## src/rtl/snoop_bus_arbiter_if.sv

```systemverilog
// snoop_bus_arbiter_if
// Bundles the request, snoop-broadcast and completion signals that run
// between the per-core cache controllers and the snoop bus arbiter.
//   req_valid/req_type/req_addr   : per-core coherence requests
//   req_grant                     : one-hot acceptance pulse
//   snoop_valid/type/addr/mask    : broadcast of the granted request
//   snoop_ack/hit/provide         : per-core snoop responses
//   done_*                        : completion returned to the requester
// Modports: slave = arbiter side, master = cache-controller side.
interface snoop_bus_arbiter_if #(
    parameter int NCORES = 4,
    parameter int ADDR_W = 64
);
    localparam int ID_W = (NCORES > 1) ? $clog2(NCORES) : 1;

    logic [NCORES-1:0]        req_valid;
    logic [2*NCORES-1:0]      req_type;
    logic [ADDR_W*NCORES-1:0] req_addr;
    logic [NCORES-1:0]        req_grant;
    logic                     snoop_valid;
    logic [1:0]               snoop_type;
    logic [ADDR_W-1:0]        snoop_addr;
    logic [NCORES-1:0]        snoop_mask;
    logic [NCORES-1:0]        snoop_ack;
    logic [NCORES-1:0]        snoop_hit;
    logic [NCORES-1:0]        snoop_provide;
    logic [NCORES-1:0]        done_valid;
    logic [ID_W-1:0]          done_supplier;
    logic                     done_from_mem;
    logic                     done_shared;
    logic                     done_timeout;

    modport slave (
        input  req_valid, req_type, req_addr,
        input  snoop_ack, snoop_hit, snoop_provide,
        output req_grant,
        output snoop_valid, snoop_type, snoop_addr, snoop_mask,
        output done_valid, done_supplier, done_from_mem, done_shared, done_timeout
    );

    modport master (
        output req_valid, req_type, req_addr,
        output snoop_ack, snoop_hit, snoop_provide,
        input  req_grant,
        input  snoop_valid, snoop_type, snoop_addr, snoop_mask,
        input  done_valid, done_supplier, done_from_mem, done_shared, done_timeout
    );
endinterface

```

## src/rtl/snoop_bus_arbiter.sv

```systemverilog
// snoop_bus_arbiter
// Serialises coherence requests from NCORES private MOESI caches onto one
// shared snoop bus. A round-robin winner is latched, broadcast to all other
// cores, their responses are collected, and a single completion naming the
// data supplier (or memory) is returned to the requester.
// Ports:
//   clk   : rising-edge clock
//   rst_n : asynchronous active-low reset
//   bus   : snoop_bus_arbiter_if.slave (requests, snoop broadcast/responses,
//           completion)
module snoop_bus_arbiter #(
    parameter int NCORES        = 4,
    parameter int ADDR_W        = 64,
    parameter int SNOOP_TIMEOUT = 15
) (
    input  logic              clk,
    input  logic              rst_n,
    snoop_bus_arbiter_if.slave bus
);
    localparam int         ID_W         = (NCORES > 1) ? $clog2(NCORES) : 1;
    localparam logic [1:0] TYPE_READ    = 2'b01;
    localparam logic [1:0] TYPE_UPGRADE = 2'b11;
    localparam logic [7:0] TIMEOUT_CNT  = 8'(SNOOP_TIMEOUT);

    typedef enum logic [1:0] {
        ST_IDLE  = 2'd0,
        ST_SNOOP = 2'd1,
        ST_DONE  = 2'd2
    } state_t;

    state_t              r_state;
    state_t              w_state_next;
    logic [ID_W-1:0]     r_winner;
    logic [ID_W-1:0]     r_last;
    logic [1:0]          r_type;
    logic [ADDR_W-1:0]   r_addr;
    logic [NCORES-1:0]   r_mask;
    logic [NCORES-1:0]   r_ack;
    logic [NCORES-1:0]   r_hit;
    logic [NCORES-1:0]   r_prov;
    logic [7:0]          r_cnt;
    logic [NCORES-1:0]   r_grant;
    logic [NCORES-1:0]   r_done_valid;
    logic [ID_W-1:0]     r_supplier;
    logic                r_from_mem;
    logic                r_shared;
    logic                r_timeout;

    logic [NCORES-1:0]   w_eligible;
    logic                w_found;
    logic [ID_W-1:0]     w_pick;
    logic [1:0]          w_sel_type;
    logic [ADDR_W-1:0]   w_sel_addr;
    logic [NCORES-1:0]   w_new_ack;
    logic [NCORES-1:0]   w_ack_all;
    logic [NCORES-1:0]   w_hit_all;
    logic [NCORES-1:0]   w_prov_all;
    logic                w_all_acked;
    logic [7:0]          w_cnt_next;
    logic                w_expired;
    logic [ID_W-1:0]     w_lowest;

    // A type of 00 means the core has nothing to arbitrate for.
    always_comb begin
        w_eligible = '0;
        for (int i = 0; i < NCORES; i++) begin
            w_eligible[i] = bus.req_valid[i] && (bus.req_type[2*i +: 2] != 2'b00);
        end
    end

    // Round-robin search starting one past the last granted core.
    always_comb begin : rr_pick
        logic [ID_W-1:0] w_idx;
        w_found = 1'b0;
        w_pick  = '0;
        w_idx   = '0;
        for (int k = 1; k <= NCORES; k++) begin
            w_idx = ID_W'((int'(r_last) + k) % NCORES);
            if (!w_found && w_eligible[w_idx]) begin
                w_found = 1'b1;
                w_pick  = w_idx;
            end
        end
    end

    always_comb begin
        w_sel_type = 2'b00;
        w_sel_addr = '0;
        for (int i = 0; i < NCORES; i++) begin
            if (w_pick == ID_W'(i)) begin
                w_sel_type = bus.req_type[2*i +: 2];
                w_sel_addr = bus.req_addr[ADDR_W*i +: ADDR_W];
            end
        end
    end

    // Only the first ack from each masked core counts; hit/provide ride on it.
    assign w_new_ack   = bus.snoop_ack & r_mask & ~r_ack;
    assign w_ack_all   = r_ack  | w_new_ack;
    assign w_hit_all   = r_hit  | (bus.snoop_hit     & w_new_ack);
    assign w_prov_all  = r_prov | (bus.snoop_provide & w_new_ack);
    assign w_all_acked = (w_ack_all == r_mask);
    assign w_cnt_next  = r_cnt + 8'd1;
    assign w_expired   = (w_cnt_next == TIMEOUT_CNT);

    always_comb begin
        w_lowest = '0;
        for (int i = NCORES - 1; i >= 0; i--) begin
            if (w_prov_all[i]) begin
                w_lowest = ID_W'(i);
            end
        end
    end

    always_comb begin
        w_state_next = r_state;
        case (r_state)
            ST_IDLE:  if (w_found) w_state_next = ST_SNOOP;
            ST_SNOOP: if (w_all_acked || w_expired) w_state_next = ST_DONE;
            ST_DONE:  w_state_next = ST_IDLE;
            default:  w_state_next = ST_IDLE;
        endcase
    end

    always_ff @(posedge clk or negedge rst_n) begin
        if (!rst_n) begin
            r_state <= ST_IDLE;
        end else begin
            r_state <= w_state_next;
        end
    end

    // Grant and completion strobes default low so each is a single-cycle pulse.
    always_ff @(posedge clk or negedge rst_n) begin
        if (!rst_n) begin
            r_winner     <= '0;
            r_last       <= ID_W'(NCORES - 1);
            r_type       <= 2'b00;
            r_addr       <= '0;
            r_mask       <= '0;
            r_ack        <= '0;
            r_hit        <= '0;
            r_prov       <= '0;
            r_cnt        <= '0;
            r_grant      <= '0;
            r_done_valid <= '0;
            r_supplier   <= '0;
            r_from_mem   <= 1'b0;
            r_shared     <= 1'b0;
            r_timeout    <= 1'b0;
        end else begin
            r_grant      <= '0;
            r_done_valid <= '0;
            r_supplier   <= '0;
            r_from_mem   <= 1'b0;
            r_shared     <= 1'b0;
            r_timeout    <= 1'b0;
            case (r_state)
                ST_IDLE: begin
                    if (w_found) begin
                        r_winner <= w_pick;
                        r_type   <= w_sel_type;
                        r_addr   <= w_sel_addr;
                        r_mask   <= ~(NCORES'(1) << w_pick);
                        r_ack    <= '0;
                        r_hit    <= '0;
                        r_prov   <= '0;
                        r_cnt    <= '0;
                        r_grant  <= NCORES'(1) << w_pick;
                    end
                end
                ST_SNOOP: begin
                    r_ack  <= w_ack_all;
                    r_hit  <= w_hit_all;
                    r_prov <= w_prov_all;
                    r_cnt  <= w_cnt_next;
                    if (w_all_acked || w_expired) begin
                        r_done_valid <= NCORES'(1) << r_winner;
                        r_supplier   <= (r_type == TYPE_UPGRADE) ? '0 : w_lowest;
                        r_from_mem   <= (r_type != TYPE_UPGRADE) && (w_prov_all == '0);
                        r_shared     <= (r_type == TYPE_READ) && (w_hit_all != '0);
                        // A full set of acks on the final cycle is a normal completion.
                        r_timeout    <= !w_all_acked;
                        r_last       <= r_winner;
                    end
                end
                default: begin
                end
            endcase
        end
    end

    assign bus.req_grant     = r_grant;
    assign bus.snoop_valid   = (r_state == ST_SNOOP);
    assign bus.snoop_type    = r_type;
    assign bus.snoop_addr    = r_addr;
    assign bus.snoop_mask    = r_mask;
    assign bus.done_valid    = r_done_valid;
    assign bus.done_supplier = r_supplier;
    assign bus.done_from_mem = r_from_mem;
    assign bus.done_shared   = r_shared;
    assign bus.done_timeout  = r_timeout;

endmodule

```

## src/flat_wrapper.sv

```systemverilog
// flat-port wrapper written by rule: the top's interface ports become plain ports
module snoop_bus_arbiter_flat 
#(
    parameter int NCORES        = 4,
    parameter int ADDR_W        = 64,
    parameter int SNOOP_TIMEOUT = 15
)
  (clk, rst_n, bus_req_valid, bus_req_type, bus_req_addr, bus_snoop_ack, bus_snoop_hit, bus_snoop_provide, bus_req_grant, bus_snoop_valid, bus_snoop_type, bus_snoop_addr, bus_snoop_mask, bus_done_valid, bus_done_supplier, bus_done_from_mem, bus_done_shared, bus_done_timeout);
  snoop_bus_arbiter_if #(.NCORES(NCORES), .ADDR_W(ADDR_W)) bus_i ();
  input  logic clk;
  input  logic rst_n;
  input wire logic [$bits(bus_i.req_valid)-1:0] bus_req_valid;
  input wire logic [$bits(bus_i.req_type)-1:0] bus_req_type;
  input wire logic [$bits(bus_i.req_addr)-1:0] bus_req_addr;
  input wire logic [$bits(bus_i.snoop_ack)-1:0] bus_snoop_ack;
  input wire logic [$bits(bus_i.snoop_hit)-1:0] bus_snoop_hit;
  input wire logic [$bits(bus_i.snoop_provide)-1:0] bus_snoop_provide;
  output wire logic [$bits(bus_i.req_grant)-1:0] bus_req_grant;
  output wire logic [$bits(bus_i.snoop_valid)-1:0] bus_snoop_valid;
  output wire logic [$bits(bus_i.snoop_type)-1:0] bus_snoop_type;
  output wire logic [$bits(bus_i.snoop_addr)-1:0] bus_snoop_addr;
  output wire logic [$bits(bus_i.snoop_mask)-1:0] bus_snoop_mask;
  output wire logic [$bits(bus_i.done_valid)-1:0] bus_done_valid;
  output wire logic [$bits(bus_i.done_supplier)-1:0] bus_done_supplier;
  output wire logic [$bits(bus_i.done_from_mem)-1:0] bus_done_from_mem;
  output wire logic [$bits(bus_i.done_shared)-1:0] bus_done_shared;
  output wire logic [$bits(bus_i.done_timeout)-1:0] bus_done_timeout;
  assign bus_i.req_valid = bus_req_valid;
  assign bus_i.req_type = bus_req_type;
  assign bus_i.req_addr = bus_req_addr;
  assign bus_i.snoop_ack = bus_snoop_ack;
  assign bus_i.snoop_hit = bus_snoop_hit;
  assign bus_i.snoop_provide = bus_snoop_provide;
  assign bus_req_grant = bus_i.req_grant;
  assign bus_snoop_valid = bus_i.snoop_valid;
  assign bus_snoop_type = bus_i.snoop_type;
  assign bus_snoop_addr = bus_i.snoop_addr;
  assign bus_snoop_mask = bus_i.snoop_mask;
  assign bus_done_valid = bus_i.done_valid;
  assign bus_done_supplier = bus_i.done_supplier;
  assign bus_done_from_mem = bus_i.done_from_mem;
  assign bus_done_shared = bus_i.done_shared;
  assign bus_done_timeout = bus_i.done_timeout;
  snoop_bus_arbiter #(.NCORES(NCORES), .ADDR_W(ADDR_W), .SNOOP_TIMEOUT(SNOOP_TIMEOUT)) u_core (.clk(clk), .rst_n(rst_n), .bus(bus_i));
endmodule
```

## config.mk

```make
export PLATFORM = sky130hd
export DESIGN_NAME = snoop_bus_arbiter_flat
export DESIGN_NICKNAME = d
export VERILOG_FILES = /design/src/rtl/snoop_bus_arbiter_if.sv /design/src/rtl/snoop_bus_arbiter.sv /design/src/flat_wrapper.sv
export SDC_FILE = /design/constraint.sdc
export NUM_CORES = 1
export LEC_CHECK = 0
export BUFFER_PORTS_ARGS = -buffer_cell sky130_fd_sc_hd__buf_2
export CAP_MARGIN = 30
export CORE_AREA = 2 2 141 143
export CTS_CLUSTER_DIAMETER = 40
export DETAILED_ROUTE_END_ITERATION = 8
export DIE_AREA = 0 0 143 145
export GPL_TIMING_DRIVEN = 0
export SYNTH_ARGS = -nofsm -noshare
export SYNTH_HDL_FRONTEND = slang
export SYNTH_SLANG_ARGS = --single-unit
```

## constraint.sdc

```tcl
create_clock -name clk -period 3.4 [get_ports clk]
set_clock_uncertainty 0.15 [all_clocks]
set_input_delay 0 -clock clk [delete_from_list [all_inputs] [get_ports clk]]
set_output_delay 0 -clock clk [all_outputs]
set_load 0.01 [all_outputs]
```

==> results of run 1 <==
cell families after synthesis:
kind of cell	count (synthesis)
compound gates	278
xor+xnor	5
fa+ha+maj	2
buf+inv	68
flops	109
mux	8
simple gates	222
synth_stat cells (3+ instances only):
library cell / n
a211oi_1: 52
a21o_1: 5
a21oi_1: 38
a2bb2oi_1: 7
a31oi_1: 12
and2_1: 3
and3_1: 58
buf_2: 10
clkbuf_1: 48
dfrtp_1: 107
inv_1: 8
mux2i_1: 6
nand2_1: 86
nand2b_1: 5
nand3_1: 7
nor2_1: 35
nor2b_1: 3
nor3_1: 3
nor3b_1: 4
o211ai_1: 4
o21a_1: 4
o21ai_0: 80
o221ai_1: 55
o22ai_1: 5
or3_1: 10
xnor2_1: 3
per-stage QoR:
step,cell area (um^2),utilization,hold WS [ns],setup TNS (ns)
2_1_floorplan,6150,-,-0.446,0
3_5_place_dp,8350,0.435,-0.283,-12.90
3_3_place_gp,8310,0.433,0.122,-8.53
==> flow_summary.toml, run 1 <==
[run_status]
status = "did not finish"
stop_stage = "4_1_cts"
tool.error = "[ERROR RSZ-0060] Max buffer count reached."

[clock_tree]
hold_buffers = 269
clk_path_buf_depth = 2
cts_buffers = 9
cts.sinks = 109
htreeDepth = 3
root_buffer = "clkbuf_16"
postCtsSetupBuffers = 0
cts_resized = 2

[yosys]
synth.top_cell.area_share = 0.435
synth.avg_cell_area_um2 = 8.89
yosys_register_bits = 109
synth_edf_count = 0
synth_fa_ha_area_frac = 0.00407
yosys_warnings = 0
ys_seq_area_frac = 0.444
synth-compound-area-share = 0.309
synthCells = 692
synth.top_cells.by_area = "dfrtp_1, o221ai_1, o21ai_0"
synth_mux_area_frac = 0.0134
synthFlopType = "dfrtp_1"
synth-simple-area-share = 0.179
synth.distinct_cells = 53
synth_area_mm2 = 0.00615
yosys.area_share.xor_xnor = 0.00712
synth_nets = 976
synthArstFlopShare = 1.00
synth_area_leader_cell = "dfrtp_1"
synth_top_family_by_area = "compound AO/OA/AOI/OAI gates"

[die]
pin_count = 366
start_util = 0.320
die_x_um = 143
rows = 51
die_h_um = 145

[placed_design]
dpl.cell_count = 1324
gp_congestion = 0.902
post-place-ws_ns = -0.496
io_buffers = 365
dp_hpwl_um = 20500
==> run 2: changes to the inputs <==
CORE_AREA = 2 2 143 145   (was 2 2 141 143)
CTS_CLUSTER_DIAMETER = not set   (was 40)
DIE_AREA = 0 0 145 147   (was 0 0 143 145)
PLACE_DENSITY_LB_ADDON = 0.15   (was not set)
==> flow_summary.toml, run 2 <==
[critical_path]
endpoint_kind = "flip-flop"
path_buf_inv = 3
slowest_stage = "dlygate4sd3_1"
crit_required_ns = 3.49
path_cells = "buf_2 > o211ai_1 > a32oi_4 > nand3_2 > clkbuf_1 > a211oi_1 > dlygate4sd3_1 > o21ai_0"
worstReg2RegStart = "u_core.r_last[1]"
worstPathMaxFanout = 10
critPathArrivalTime_ns = 3.26
reg2reg_slack_ns = 0.23
slowest_delay_ns = 0.59
r2r.worst_path.cells = 8
cp_top_family = "buffers and inverters"
start_kind = "flip-flop"
r2r-end = "u_core.bus.snoop_addr[3]"
path_class = "flip-flop to flip-flop"

[clock_tree]
path_clk_slew_ns = 0.08
cts_buffers = 9
insertion_delay_ns = 0.35
clk_path_buf_depth = 2
cts.sinks = 109
root_buffer = "clkbuf_16"
htreeDepth = 3
cts_tree = "yes"

[yosys]
yosys-top-cells-count = "dfrtp_1, nand2_1, o21ai_0, and3_1, o221ai_1"
synthFlopType = "dfrtp_1"
synth.avg_cell_area_um2 = 8.89
yosys_warnings = 0
yosys_register_bits = 109
synth_nets = 976
synth_most_common_cell = "dfrtp_1"
synthArstFlopShare = 1.00
synth_edf_count = 0
synth_area_mm2 = 0.00615
synth.top_cells.by_area = "dfrtp_1, o221ai_1, o21ai_0"
synth.distinct_cells = 53
synth_area_leader_cell = "dfrtp_1"
ys_seq_area_frac = 0.444
synth.top_cell.area_share = 0.435
synthCells = 692

[sta]
relSlewSlack = 0.404
drv_slew = 0
rsz0062_at_grt = "false"
fin_ws_ns = 0.225
setup_viol = 0
hold_viol_final = 0
finalCritPeriodShare = 0.934
period_needed_ns = 3.17
clock.fmax_ghz = 0.315
max_slew.worst_pin.slew_ns = 0.893

[placed_design]
gp_congestion = 0.874
placedInstanceArea_mm2 = 0.00836
dpl.cell_count = 1329
dp_hpwl_um = 20800
io_buffers = 365
post-place-ws_ns = -0.154

[pwr]
p_int_mw = 4.12
p_leak_nw = 5.39
swShare = 0.445
combPwrFrac = 0.552
switching_power_mw = 3.30
p_per_area_mw_per_mm2 = 652
power_frac_seq = 0.299
peakVddDrop_v = 0.000279
clockPowerShare = 0.149

[layout]
final_cell_mix = "buf_2, dlygate4sd3_1, dfrtp_1"
syn_to_final_growth_pct = 85.1
fin_area_mm2 = 0.0114
layout.cells.non_filler = 1614
fill_cells = 1752
mostFrequentLayoutCell = "buf_2"
largest_reg_flops = 64
nets = 1622
final_util = 0.574
drive_gt1_frac = 0.305

[die]
pin_count = 366
start_util = 0.310
die_h_um = 147
rows = 52
design.core.area_mm2 = 0.0198
die_x_um = 145
die_area_mm2 = 0.0213

[drt]
wl_per_cell_um = 19.2
drt_wl_total_um = 31100
drtPass1Iterations = 5
via_per_inst = 5.16
drc = 0
vias = 8336
antenna_left = 0
drtIter0Drc = 440

[hold_path]
hp-class = "primary input to asynchronous set/reset pin"

[global_route]
grt_pass1_vias = 8758
antenna_found_initial = 3
grtUsageTotal = 0.286
overflow = 0
grt_first_pass_wirelength_um = 47600
grt_max_degree = 62

[run_status]
status = "finished clean"

[job]
drv_cap = 0
==> run 2: cell counts after synthesis <==
No cell type changed its count.
==> run 2: logic make-up (layout without fill, tap and decap cells) <==
family | Yosys count | after routing | share of synthesized area
and+or+nand+nor | 222 | 222 | 0.179
muxes | 8 | 8 | 0.0134
other | 0 | 1 | 0
buffers and inverters | 68 | 719 | 0.0442
xor gates and xnor gates | 5 | 5 | 0.00712
AOI/OAI and AO/OA | 278 | 278 | 0.309
DFF | 109 | 109 | 0.444
adders and majority gates | 2 | 2 | 0.00407
==> run 2: through the flow <==
stage	hold WS, ns	TNS (ns)	power, mW
floorplan	-0.446	0	4.32
global placement	0.116	-0.460	5.85
detailed placement	-0.166	-0.923	5.90
CTS	0.00590	0	7.38
global route	0.0457	0	7.95
finish	0.00346	0	7.42
==> run 2: worst register-to-register path, stage by stage, from the launching register on <==
cell           delay, ns
dfstp_2             0.51
buf_2               0.19
o211ai_1            0.19
a32oi_4             0.43
nand3_2             0.27
clkbuf_1            0.32
a211oi_1            0.34
dlygate4sd3_1       0.59
o21ai_0             0.07
==> run 2: routing by layer <==
layer | up-vias | track usage | share of wire
met1 | 3889 | 0.329 | 0.39
met2 | 424 | 0.497 | 0.49
li1 | 3916 | - | -
met5 | - | 0 | 0
met3 | 107 | 0.0661 | 0.069
met4 | 0 | 0.151 | 0.051
==> run 2: timing repair <==
action,4_1_cts,5_1_grt
gates resized for setup,1,5
buffers inserted,0,0
setup endpoints to repair,19,17
endpoints found under the hold margin,189,0
hold buffers,269,0
==> run 2: area by class of cell <==
| class | count | area, um^2 | share of cell area |
|---|---|---|---|
| diodes | 1 | 2.50 | 0.000220 |
| plain buffers | 59 | 239 | 0.0210 |
| clock buffers | 10 | 229 | 0.0201 |
| clock inverters | 6 | 72.6 | 0.00638 |
| inverters | 8 | 30.0 | 0.00264 |
| multi-input cells | 515 | 3180 | 0.279 |
| flip-flops and latches | 109 | 2730 | 0.240 |
| well taps | 270 | 338 | 0.0297 |
| repair buffers | 636 | 4560 | 0.401 |
==> run 2: worst max-delay path by stage <==
stage | from | end | slack (ns) | cells past startpoint
final | u_core.r_last[1] | u_core.bus.snoop_addr[3] | 0.23 | 8
after global routing | u_core.r_last[1] | u_core.bus.snoop_addr[6] | 0.02 | 8
after CTS | bus_req_type[4] | u_core.bus.snoop_addr[40] | 0.001 | 10
after detailed placement | u_core.r_last[1] | u_core.bus.snoop_type[1] | -0.15 | 8
after global placement | u_core.r_last[1] | u_core.bus.snoop_type[1] | -0.12 | 8
after floorplan | u_core.r_last[1] | u_core.bus.snoop_addr[31] | 1.01 | 8
==> run 2: power by group through the flow <==
| stage | clock network (mW) | logic, mW | registers (mW) |
|---|---|---|---|
| after floorplan | 0 | 1.92 | 2.40 |
| after global placement | 0 | 3.63 | 2.22 |
| after detailed placement | 0 | 3.67 | 2.23 |
| after CTS | 1.12 | 4.04 | 2.22 |
| after global routing | 1.17 | 4.48 | 2.29 |
| final | 1.10 | 4.09 | 2.22 |
Power figures use the tool's default switching activity.
==> run 3: changes to the inputs <==
HOLD_SLACK_MARGIN = 0.06   (was not set)
clock period = 4.01 ns   (was 3.4 ns; I/O delays follow)
==> flow_summary.toml, run 3 (same netlist as run 2, synthesis figures left out) <==
[die]
die_area_mm2 = 0.0213
rows = 52
start_util = 0.310
die_x_um = 145
die_h_um = 147
pin_count = 366
design.core.area_mm2 = 0.0198

[clock_tree]
root_buffer = "clkbuf_16"
clk_path_buf_depth = 2
insertion_delay_ns = 0.35
cts.sinks = 109
cts_buffers = 9
postCtsSetupBuffers = 0
path_clk_slew_ns = 0.08
htreeDepth = 3
cts_tree = "yes"

[drt]
drt_wl_total_um = 30100
antenna_left = 0
drtIter0Drc = 396
drc = 0
vias = 8183
wl_per_cell_um = 18.8
via_per_inst = 5.10
drtPass1Iterations = 5

[sta]
drv_slew = 0
relSlewSlack = 0.409
fin_ws_ns = 0.294
period_needed_ns = 3.72
fin_tns_setup_ns = 0
finalCritPeriodShare = 0.927
hold_ws_ns = 0.277
max_slew.worst_pin.slew_ns = 0.886
clock.fmax_ghz = 0.269
setup_viol = 0
rsz0062_at_grt = "false"
hold_viol_final = 0

[layout]
syn_to_final_growth_pct = 83.1
final_util = 0.567
largest_reg_flops = 64
final_cell_mix = "buf_2, dlygate4sd3_1, dfrtp_1"
mostFrequentLayoutCell = "buf_2"
nets = 1611
fill_cells = 1821
drive_gt1_frac = 0.306

[critical_path]
reg2reg_slack_ns = 0.29
start_kind = "flip-flop"
worstPathMaxFanout = 10
critPathArrivalTime_ns = 3.84
crit_required_ns = 4.13
r2r.worst_path.cells = 10
endpoint_kind = "flip-flop"
path_class = "flip-flop to flip-flop"

[global_route]
grtUsageMet3 = 0.0571
antenna_found_initial = 3
grt_first_pass_wirelength_um = 46700
grt_busiest_layer = "met2"
overflow = 0
grtUsageTotal = 0.281
use_met2 = 0.501
grt_max_degree = 62
grt_use_met1 = 0.323
grt_pass1_vias = 8693

[pwr]
p_leak_nw = 5.31
finalPower_mw = 6.82
peakVddDrop_v = 0.000269
p_per_area_mw_per_mm2 = 605

[run_status]
status = "finished clean"

[placed_design]
io_buffers = 365
post-place-ws_ns = 0.456
dp_hpwl_um = 20800
gp_congestion = 0.874

[hold_path]
hp-class = "primary input to flip-flop"
whs_path_depth = 5

[job]
drv_cap = 0
## run 3: cell count changes in the layout (fill, tap and decap cells not counted)
cell           change
o21ai_1            +1
buf_16             +1
clkbuf_1           +2
clkbuf_2           -1
a32oi_2            +1
a32oi_4            -1
nand3_1            +1
o21ai_2            -1
nand3_2            -1
dlygate4sd3_1     -13
## run 3: per-stage QoR
step                instance area [um^2]  cells
floorplan                           6150    692
global placement                    8310   1327
detailed placement                  8360   1329
CTS                                11300   1602
global route                       11300   1603
finish                             11300   1603
## run 3: where the power goes
group	leakage [nW]	internal, mW	switching, mW
Clock	0.137	0.492	0.444
Combinational	3.83	1.87	2.13
Sequential	1.34	1.59	0.298
Total	5.31	3.95	2.87
## run 3: repair_timing
action,in CTS,in global routing
resized for setup,0,1
endpoints found under the hold margin,190,0
setup endpoints to repair,0,32
hold buffers,257,0
## run 3: area by class of cell
class | instances | area (um^2) | area share
repair buffers | 624 | 4460 | 0.396
multi-input cells | 515 | 3160 | 0.280
flip-flops and latches | 109 | 2730 | 0.242
well taps | 270 | 338 | 0.0300
plain buffers | 60 | 241 | 0.0214
clock buffers | 10 | 229 | 0.0203
clock inverters | 6 | 72.6 | 0.00644
inverters | 8 | 30.0 | 0.00267
diodes | 1 | 2.50 | 0.000222
## run 3: path summary, 6_finish.rpt
kind	start	end
worst max-delay path	u_core.r_last[1]	u_core.bus.snoop_addr[54]
worst min-delay path	bus_req_valid[0]	u_core.bus.req_grant[0]
worst max register to register	u_core.r_last[1]	u_core.bus.snoop_addr[54]
worst min register to register	u_core.bus.snoop_addr[5]	u_core.bus.snoop_addr[5]
max in group asynchronous	rst_n	u_core.r_last[1]
min in group asynchronous	rst_n	u_core.bus.snoop_addr[55]
## run 3: per-layer routing
| layer | wire [um] | share of wire |
|---|---|---|
| met5 | 0 | 0 |
| met4 | 1220 | 0.040 |
| met3 | 1770 | 0.059 |
| met2 | 15400 | 0.51 |
| met1 | 11700 | 0.39 |
## run 3: worst max-delay path: stages (launching register included)
cell and delay (ns):
dfstp_2 0.51, buf_2 0.19, o211ai_1 0.16, o21ai_0 0.16, a221o_1 0.19, clkbuf_1 0.48, buf_2 0.44, clkbuf_1 0.48
a211oi_1 0.10, dlygate4sd3_1 0.59, o21ai_0 0.18
==> run 4: changes to the inputs <==
MAX_ROUTING_LAYER = met4   (was not set)
SLEW_MARGIN = 15   (was not set)
==> flow_summary.toml, run 4 (same netlist as run 2, synthesis figures left out) <==
[sta]
period_needed_ns = 3.74
finalCritPeriodShare = 0.932
drv_slew = 0
hold_viol_final = 0
fin_tns_setup_ns = 0
fin_ws_ns = 0.271
relSlewSlack = 0.462
setup_viol = 0
clock.fmax_ghz = 0.267
max_slew.worst_pin.slew_ns = 0.807
rsz0062_at_grt = "false"

[critical_path]
critPathLaunch = "u_core.r_last[1]"
path_buf_inv = 5
start_kind = "flip-flop"
crit_required_ns = 4.13
worstReg2RegStart = "u_core.r_last[1]"
reg2reg_slack_ns = 0.27
r2r-end = "u_core.bus.snoop_addr[54]"
endpoint_kind = "flip-flop"
path_cells = "buf_2 > o211ai_1 > o21ai_0 > a221o_1 > clkbuf_1 > buf_2 > clkbuf_1 > a211oi_1 > dlygate4sd3_1 > o21ai_0"
cp_top_family = "buffers and inverters"
r2r.worst_path.cells = 10
crit_path_end = "u_core.bus.snoop_addr[54]"
worstPathMaxFanout = 10
crit_cells = 10
path_class = "flip-flop to flip-flop"
slowest_stage = "dlygate4sd3_1"
slowest_delay_ns = 0.60
critPathArrivalTime_ns = 3.86

[drt]
antenna_left = 0
drt_wl_total_um = 30200
drtIter0Drc = 375
wl_per_cell_um = 18.8
drc = 0
vias = 8243
via_per_inst = 5.14
drtPass1Iterations = 6

[global_route]
antenna_found_initial = 3
overflow = 0
grt_max_degree = 62
grt_first_pass_wirelength_um = 46500
grtUsageTotal = 0.289
grt_pass1_vias = 8696

[layout]
mostFrequentLayoutCell = "buf_2"
nets = 1611
drive_gt1_frac = 0.306
fin_area_mm2 = 0.0113
largest_reg_flops = 64
layout.cells.non_filler = 1605
final_cell_mix = "buf_2, dlygate4sd3_1, dfrtp_1"
syn_to_final_growth_pct = 83.2

[placed_design]
post-place-ws_ns = 0.456
gp_congestion = 0.889
dpl.cell_count = 1329
placedInstanceArea_mm2 = 0.00836
io_buffers = 365
dp_hpwl_um = 20800

[clock_tree]
postCtsSetupBuffers = 0
htreeDepth = 3
cts_tree = "yes"
cts_buffers = 9
root_buffer = "clkbuf_16"
clk_path_buf_depth = 2
insertion_delay_ns = 0.36
path_clk_slew_ns = 0.08
cts.sinks = 109

[hold_path]
min_from = "bus_req_valid[0]"
hp-class = "primary input to flip-flop"
whs_path_depth = 5

[pwr]
p_per_area_mw_per_mm2 = 605
p_leak_nw = 5.31
finalPower_mw = 6.82
peakVddDrop_v = 0.000270

[die]
die_h_um = 147
die_x_um = 145
rows = 52
start_util = 0.310
die_area_mm2 = 0.0213
pin_count = 366
design.core.area_mm2 = 0.0198

[job]
drv_cap = 0

[run_status]
status = "finished clean"
==> run 4: cell count changes in the layout (fill, tap and decap cells not counted), sizes merged <==
cell | previous run | this run
diode | 1 | 3
==> run 4: per-layer routing <==
metal / vias to the layer above / GRT usage / wire length, um
li1: 3901 / - / -
met4: 0 / 0.133 / 1200
met1: 3901 / 0.326 / 11900
met2: 359 / 0.502 / 15400
met5: - / - / 0
met3: 82 / 0.0494 / 1660
==> run 4: power by group <==
part | leakage [nW] | switching [mW] | total, mW | internal, mW
clock network | 0.137 | 0.447 | 0.938 | 0.492
registers | 1.34 | 0.295 | 1.88 | 1.59
logic | 3.83 | 2.13 | 4.00 | 1.87
total | 5.31 | 2.87 | 6.82 | 3.95
==> run 4: area by class of cell <==
class | count | area [um^2]
Sequential cell | 109 | 2730
Tap cell | 270 | 338
Inverter | 8 | 30.0
Clock inverter | 6 | 72.6
Timing Repair Buffer | 624 | 4460
Multi-Input combinational cell | 515 | 3160
Clock buffer | 10 | 229
Fill cell | 1824 | 8580
Antenna cell | 3 | 7.51
Buffer | 60 | 241
==> run 4: worst min-delay path by stage <==
stage	endpoint
global placement	u_core.r_hit[3]
CTS	u_core.bus.req_grant[0]
floorplan	u_core.bus.done_from_mem
global route	u_core.bus.req_grant[0]
detailed placement	u_core.bus.snoop_addr[55]
finish	u_core.bus.req_grant[0]
==> run 4: timing repair <==
action	CTS	global route
hold buffers	257	0
endpoints found under the setup margin	0	31
hold endpoints to repair	190	0
gates resized for setup	0	1
==> run 4: through the flow <==
stage | utilization | hold WS (ns)
CTS | 0.567 | 0.244
finish | 0.568 | 0.269
global route | 0.568 | 0.342
global placement | 0.419 | 0.116
floorplan | - | -0.446
detailed placement | 0.421 | -0.166
==> run 4: worst min-delay path: stages <==
cell and delay (ns):
buf_2 0.10, o211ai_1 0.11, a21oi_1 0.19, a21oi_1 0.20, nor2_1 0.14
